File: src/rtl/mem_access_ctrl_if.sv
// Request-side bus between the memory pipeline stage (master) and mem_access_ctrl (slave).
interface mem_access_ctrl_if #(
   parameter int ADDR_W = 16,
   parameter int DATA_W = 16
);
   logic                  req;
   logic [2:0]            op;
   logic [ADDR_W-1:0]     addr;
   logic [2*DATA_W-1:0]   wdata;
   logic                  busy;
   logic                  done;
   logic [2*DATA_W-1:0]   rdata;
   logic [ADDR_W-1:0]     sp;
   logic                  stack_err;

   modport master (output req, op, addr, wdata,
                   input  busy, done, rdata, sp, stack_err);
   modport slave  (input  req, op, addr, wdata,
                   output busy, done, rdata, sp, stack_err);
endinterface

File: src/rtl/mem_access_ctrl.sv
// Data-memory initiator: load/store/push/pop plus two-word PC push/pop, owns the stack pointer.
// Optional stack bounds checking is enabled by defining STACK_BOUNDS_CHECK_EN.
module mem_access_ctrl #(
   parameter int ADDR_W      = 16,
   parameter int DATA_W      = 16,
   parameter int SP_INIT     = 2043,
   parameter int STACK_FLOOR = 1024
) (
   input  logic              clk,
   input  logic              rst,
   mem_access_ctrl_if.slave  bus,
   output logic              mem_read_enable,
   output logic              mem_write_enable,
   output logic [ADDR_W-1:0] mem_read_addr,
   output logic [ADDR_W-1:0] mem_write_addr,
   output logic [DATA_W-1:0] mem_write_data,
   input  logic [DATA_W-1:0] mem_read_data
);

   typedef enum logic [1:0] {IDLE, ACC1, ACC2} state_t;

   localparam logic [2:0] OP_LOAD  = 3'd1;
   localparam logic [2:0] OP_STORE = 3'd2;
   localparam logic [2:0] OP_PUSH  = 3'd3;
   localparam logic [2:0] OP_POP   = 3'd4;
   localparam logic [2:0] OP_PUSH2 = 3'd5;
   localparam logic [2:0] OP_POP2  = 3'd6;

   state_t                state_q, state_d;
   logic [2:0]            op_q, op_d;
   logic [ADDR_W-1:0]     addr_q, addr_d;
   logic [2*DATA_W-1:0]   wdata_q, wdata_d;
   logic                  err_q, err_d;
   logic [ADDR_W-1:0]     sp_q, sp_d;
   logic [DATA_W-1:0]     lo_q, lo_d;
   logic [2*DATA_W-1:0]   rdata_q, rdata_d;
   logic                  done_q, done_d;
   logic                  stack_err_q, stack_err_d;

   logic              accept, two_word, last, chk_err;
   logic [ADDR_W-1:0] sp_p1, sp_p2, sp_m1, sp_m2;

   assign sp_p1    = sp_q + ADDR_W'(1);
   assign sp_p2    = sp_q + ADDR_W'(2);
   assign sp_m1    = sp_q - ADDR_W'(1);
   assign sp_m2    = sp_q - ADDR_W'(2);
   assign accept   = (state_q == IDLE) && bus.req;
   assign two_word = (op_q == OP_PUSH2) || (op_q == OP_POP2);
   assign last     = ((state_q == ACC1) && !two_word) || (state_q == ACC2);

   always_ff @(posedge clk or posedge rst) begin
      if (rst) begin
         state_q     <= IDLE;
         op_q        <= '0;
         addr_q      <= '0;
         wdata_q     <= '0;
         err_q       <= 1'b0;
         sp_q        <= ADDR_W'(SP_INIT);
         lo_q        <= '0;
         rdata_q     <= '0;
         done_q      <= 1'b0;
         stack_err_q <= 1'b0;
      end else begin
         state_q     <= state_d;
         op_q        <= op_d;
         addr_q      <= addr_d;
         wdata_q     <= wdata_d;
         err_q       <= err_d;
         sp_q        <= sp_d;
         lo_q        <= lo_d;
         rdata_q     <= rdata_d;
         done_q      <= done_d;
         stack_err_q <= stack_err_d;
      end
   end

   always_comb begin
      state_d = state_q;
      case (state_q)
         IDLE:    if (bus.req) state_d = ACC1;
         ACC1:    state_d = two_word ? ACC2 : IDLE;
         ACC2:    state_d = IDLE;
         default: state_d = IDLE;
      endcase
   end

   // Bounds are judged once at accept against the pre-operation stack pointer.
   always_comb begin
      chk_err = 1'b0;
`ifdef STACK_BOUNDS_CHECK_EN
      case (bus.op)
         OP_PUSH:  chk_err = sp_q  < ADDR_W'(STACK_FLOOR);
         OP_PUSH2: chk_err = sp_m1 < ADDR_W'(STACK_FLOOR);
         OP_POP:   chk_err = sp_p1 > ADDR_W'(SP_INIT);
         OP_POP2:  chk_err = sp_p2 > ADDR_W'(SP_INIT);
         default:  chk_err = 1'b0;
      endcase
`endif
   end

   always_comb begin
      op_d        = op_q;
      addr_d      = addr_q;
      wdata_d     = wdata_q;
      err_d       = err_q;
      sp_d        = sp_q;
      lo_d        = lo_q;
      rdata_d     = rdata_q;
      done_d      = last;
      stack_err_d = last && err_q;
      if (accept) begin
         op_d    = bus.op;
         addr_d  = bus.addr;
         wdata_d = bus.wdata;
         err_d   = chk_err;
      end
      if ((state_q == ACC1) && (op_q == OP_POP2)) lo_d = mem_read_data;
      if (last) begin
         rdata_d = '0;
         if (!err_q) begin
            case (op_q)
               OP_LOAD:  rdata_d = {{DATA_W{1'b0}}, mem_read_data};
               OP_POP:   begin rdata_d = {{DATA_W{1'b0}}, mem_read_data}; sp_d = sp_p1; end
               OP_POP2:  begin rdata_d = {mem_read_data, lo_q}; sp_d = sp_p2; end
               OP_PUSH:  sp_d = sp_m1;
               OP_PUSH2: sp_d = sp_m2;
               default:  ;
            endcase
         end
      end
   end

   always_comb begin
      bus.busy         = (state_q != IDLE);
      bus.done         = done_q;
      bus.rdata        = rdata_q;
      bus.sp           = sp_q;
      bus.stack_err    = stack_err_q;
      mem_read_enable  = 1'b0;
      mem_write_enable = 1'b0;
      mem_read_addr    = '0;
      mem_write_addr   = '0;
      mem_write_data   = '0;
      if (!err_q && (state_q == ACC1)) begin
         case (op_q)
            OP_LOAD:  begin mem_read_enable = 1'b1; mem_read_addr = addr_q; end
            OP_STORE: begin mem_write_enable = 1'b1; mem_write_addr = addr_q;
                            mem_write_data = wdata_q[DATA_W-1:0]; end
            OP_PUSH:  begin mem_write_enable = 1'b1; mem_write_addr = sp_q;
                            mem_write_data = wdata_q[DATA_W-1:0]; end
            OP_PUSH2: begin mem_write_enable = 1'b1; mem_write_addr = sp_q;
                            mem_write_data = wdata_q[2*DATA_W-1:DATA_W]; end
            OP_POP,
            OP_POP2:  begin mem_read_enable = 1'b1; mem_read_addr = sp_p1; end
            default:  ;
         endcase
      end else if (!err_q && (state_q == ACC2)) begin
         if (op_q == OP_PUSH2) begin
            mem_write_enable = 1'b1;
            mem_write_addr   = sp_m1;
            mem_write_data   = wdata_q[DATA_W-1:0];
         end else if (op_q == OP_POP2) begin
            mem_read_enable = 1'b1;
            mem_read_addr   = sp_p2;
         end
      end
   end

endmodule

File: src/flat_wrapper.sv
// flat-port wrapper written by rule: the top's interface ports become plain ports
module mem_access_ctrl_flat 
#(
   parameter int ADDR_W      = 16,
   parameter int DATA_W      = 16,
   parameter int SP_INIT     = 2043,
   parameter int STACK_FLOOR = 1024
)
  (clk, rst, mem_read_enable, mem_write_enable, mem_read_addr, mem_write_addr, mem_write_data, mem_read_data, bus_req, bus_op, bus_addr, bus_wdata, bus_busy, bus_done, bus_rdata, bus_sp, bus_stack_err);
  mem_access_ctrl_if #(.ADDR_W(ADDR_W), .DATA_W(DATA_W)) bus_i ();
  input  logic clk;
  input  logic rst;
  output logic mem_read_enable;
  output logic mem_write_enable;
  output logic [ADDR_W-1:0] mem_read_addr;
  output logic [ADDR_W-1:0] mem_write_addr;
  output logic [DATA_W-1:0] mem_write_data;
  input  logic [DATA_W-1:0] mem_read_data;
  input wire logic [$bits(bus_i.req)-1:0] bus_req;
  input wire logic [$bits(bus_i.op)-1:0] bus_op;
  input wire logic [$bits(bus_i.addr)-1:0] bus_addr;
  input wire logic [$bits(bus_i.wdata)-1:0] bus_wdata;
  output wire logic [$bits(bus_i.busy)-1:0] bus_busy;
  output wire logic [$bits(bus_i.done)-1:0] bus_done;
  output wire logic [$bits(bus_i.rdata)-1:0] bus_rdata;
  output wire logic [$bits(bus_i.sp)-1:0] bus_sp;
  output wire logic [$bits(bus_i.stack_err)-1:0] bus_stack_err;
  assign bus_i.req = bus_req;
  assign bus_i.op = bus_op;
  assign bus_i.addr = bus_addr;
  assign bus_i.wdata = bus_wdata;
  assign bus_busy = bus_i.busy;
  assign bus_done = bus_i.done;
  assign bus_rdata = bus_i.rdata;
  assign bus_sp = bus_i.sp;
  assign bus_stack_err = bus_i.stack_err;
  mem_access_ctrl #(.ADDR_W(ADDR_W), .DATA_W(DATA_W), .SP_INIT(SP_INIT), .STACK_FLOOR(STACK_FLOOR)) u_core (.clk(clk), .rst(rst), .bus(bus_i), .mem_read_enable(mem_read_enable), .mem_write_enable(mem_write_enable), .mem_read_addr(mem_read_addr), .mem_write_addr(mem_write_addr), .mem_write_data(mem_write_data), .mem_read_data(mem_read_data));
endmodule
File: config.mk
export PLATFORM = sky130hd
export DESIGN_NAME = mem_access_ctrl_flat
export DESIGN_NICKNAME = d
export VERILOG_FILES = /design/src/rtl/mem_access_ctrl_if.sv /design/src/rtl/mem_access_ctrl.sv /design/src/flat_wrapper.sv
export SDC_FILE = /design/constraint.sdc
export NUM_CORES = 1
export LEC_CHECK = 0
export BUFFER_PORTS_ARGS = -buffer_cell sky130_fd_sc_hd__buf_4
export CAP_MARGIN = 10
export CORE_MARGIN = 2
export CORE_UTILIZATION = 47
export DETAILED_ROUTE_END_ITERATION = 12
export HOLD_SLACK_MARGIN = 0.12
export PLACE_DENSITY_LB_ADDON = 0.1
export SETUP_SLACK_MARGIN = 0.3
export SLEW_MARGIN = 10
export SYNTH_ARGS = -nofsm -noshare
export SYNTH_HDL_FRONTEND = slang
export SYNTH_SLANG_ARGS = --single-unit
File: constraint.sdc
create_clock -name clk -period 3.8 [get_ports clk]
set_input_delay 0.38 -clock clk [delete_from_list [all_inputs] [get_ports clk]]
set_output_delay 0.38 -clock clk [all_outputs]
set_load 0.02 [all_outputs]
==> flow_summary.json <==
{
  "fillers": 1315,
  "yosysMostFrequentCell": "dfrtp_1",
  "vias": 7126,
  "p_leak_nw": 3.97,
  "yosysSeqAreaShare_pct": 41.5,
  "crit_path_top_delay_cell": "or4_4",
  "path_max_fanout": 12,
  "yosysWarnings": 0,
  "core_area_um2": 15000,
  "tightest_slew_ns": 1.12,
  "die_height_um": 127,
  "ant_nets": 0,
  "nNetsFinal": 1000,
  "cts_max_path_buffers": 2,
  "synth_edf_count": 0,
  "syn_avg_cell_area_um2": 9.24,
  "syn_to_final_growth_pct": 30.0,
  "gp_congestion": 0.958,
  "arrival_ns": 3.05,
  "cts_setup_buffers": 0,
  "synth_area_leaders": "dfrtp_1, mux2_2, a22oi_1",
  "grt_pass1_vias": 6890,
  "seqCellArea_um2": 2970,
  "grt_pass1_wl_mm": 38.6,
  "final.setup.tns_ns": 0,
  "async_flop_share_pct": 100,
  "critPathLaunchType": "flop",
  "crit_buf_inv": 2,
  "post-route-period-util_pct": 90.1,
  "fp.dieW_um": 127,
  "pre_cts_ws_ns": 0.752,
  "path_cells": "inv_1, ha_2, or3b_4, or4_4, and2b_1, o21ai_0, a221o_1, buf_4",
  "path_delay_family": "simple AND/OR/NAND/NOR gates",
  "drc": 0,
  "synth.largest_area_cell": "dfrtp_1",
  "clkTransAtPathRegs_ns": 0.06,
  "clk_latency_ns": 0.43,
  "synth_top_area_share_pct": 37.8,
  "routed_via_density": 6.32,
  "fmax_mhz": 292,
  "ys_top_cells_by_count": "dfrtp_1, nand2_1, o21ai_0",
  "rsz0062_at_grt": "false",
  "slew_viol_final": 0,
  "die_area_um2": 16200,
  "crit_type": "flop to output pin",
  "irDropWorstVdd_uv": 356,
  "hpwl_mm": 17.3,
  "setup_viol": 0,
  "synth_fp_nets": 848,
  "synth-main-ff-cell": "dfrtp_1",
  "power_density_nw_per_um2": 702,
  "drtIter0Drc": 701,
  "grt-ovfl-total": 0,
  "io_buffers": 169,
  "max_slew_margin_pct": 24.7,
  "cap_violations": 0,
  "cts_max_level": 4,
  "grt_usage_pct": 30.9,
  "wire_per_inst_um": 22.3,
  "hold_class": "primary input to flop",
  "antenna_found_initial": 0,
  "initial_utilization_pct": 47.6,
  "min_period_ns": 3.43,
  "n_antenna_cell": 0,
  "multi_input_area_um2": 3900,
  "syn_inst": 774,
  "cp.required_ns": 3.42,
  "tritoncts": "yes",
  "hold_viol": 0,
  "clkSinkCount": 118,
  "ys_types": 67,
  "firstDrtPassIters": 5,
  "syn_area_um2": 7150,
  "synth-seq-cells": 118,
  "drive_above_1_share_pct": 34.8,
  "slowest_delay_ns": 0.56,
  "routed_wl_mm": 25.2,
  "io_pins": 171,
  "endpoint_kind": "output pin",
  "cts_root_buffer": "clkbuf_16",
  "outcome": "finished clean",
  "fin_ws_ns": 0.375,
  "cts_made_buffers": 17,
  "rows": 45,
  "fin_worst_skew_ns": 0.00949,
  "grt_start_max_net_pins": 56
}
metrics by stage:
step | total power, mW | util [%] | instances | hold WS (ns) | area [um2]
after CTS | 6.47 | 61.7 | 1127 | 0.154 | 9280
after global placement | 4.66 | 57.5 | 1094 | 0.466 | 8640
after floorplan | 3.78 | - | 774 | 0.481 | 7150
after global routing | 6.84 | 61.8 | 1127 | 0.174 | 9290
final | 6.52 | 61.8 | 1127 | 0.167 | 9290
after detailed placement | 4.72 | 57.5 | 1094 | 0.476 | 8640
power by group:
part           total [mW]  internal, mW  switching, mW
combinational        2.55          1.10           1.45
sequential           2.24          1.65          0.591
clock                1.73          1.07          0.664
total                6.52          3.82           2.70
tightest hold or removal path, delay by kind of cell:
family                 cells  cell delay [ns]
AOI/OAI and AO/OA          1             0.06
buffers and inverters      1             0.07
and+or+nand+nor            1             0.03
registers in the layout, summed over array words and instances, names as in the netlist:
name / flops
u_core.bus.rdata: 32
u_core.wdata_q: 32
u_core.addr_q: 16
u_core.bus.sp: 16
u_core.lo_q: 16
u_core.op_q: 3
u_core.state_q: 2
u_core.bus.done: 1
repair_timing:
| item | in CTS | in global routing |
|---|---|---|
| resized for setup | 1 | 4 |
| setup endpoints to repair | 1 | 5 |
| hold buffers | 1 | 0 |
| hold endpoints to repair | 38 | 0 |
| pin swaps | 0 | 0 |
placed cells by master (no fill, tap or decap), drive strengths merged, types with 8 or more instances in the layout:
| master | count |
|---|---|
| buf | 201 |
| dfrtp | 108 |
| nand2 | 88 |
| o21ai | 70 |
| mux2 | 64 |
| a22oi | 45 |
| nor2 | 36 |
| a21oi | 24 |
| o22ai | 22 |
| a22o | 20 |
| xnor2 | 19 |
| clkbuf | 18 |
| nor3 | 17 |
| inv | 17 |
| xor2 | 15 |
| nand3 | 14 |
| nor4 | 11 |
| dfstp | 10 |
| o31ai | 10 |
| nand4 | 8 |
metal layers:
metal	global-route usage (%)	wire length, um	up-vias
li1	-	-	3165
met1	42.2	10400	3495
met2	46.6	11700	397
met3	7.29	2230	69
met4	14.3	799	0
met5	0	0	-
path summary, 6_finish.rpt:
kind	start	to	slack, ns	depth (start not counted)
max	u_core.bus.sp[1]	mem_write_addr[14]	0.37	8
min	bus_op[2]	u_core.op_q[2]	0.17	3
max reg2reg	u_core.op_q[2]	u_core.bus.sp[14]	0.86	7
min reg2reg	u_core.bus.rdata[7]	u_core.bus.rdata[7]	0.48	2
max in group asynchronous	rst	u_core.bus.sp[4]	2.19	4
min in group asynchronous	rst	u_core.wdata_q[27]	0.65	3
cell type report:
type	instances	area share, %
clock buffers	18	4.73
repair buffers	202	16.3
flip-flops and latches	118	31.9
multi-input cells	575	41.9
well taps	188	2.53
inverters	12	0.512
clock inverters	14	2.03
cell families after synthesis:
logic type / share of synthesized area [%]
XOR/XNOR: 4.16
AND/OR/NAND/NOR: 15.2
other: 0.0524
flip-flops: 41.5
buffers and inverters: 4.60
adder cells (fa/ha/maj): 0.700
AO/OA/AOI/OAI: 23.4
multiplexers: 10.4
(Power assumes the default switching activity.)
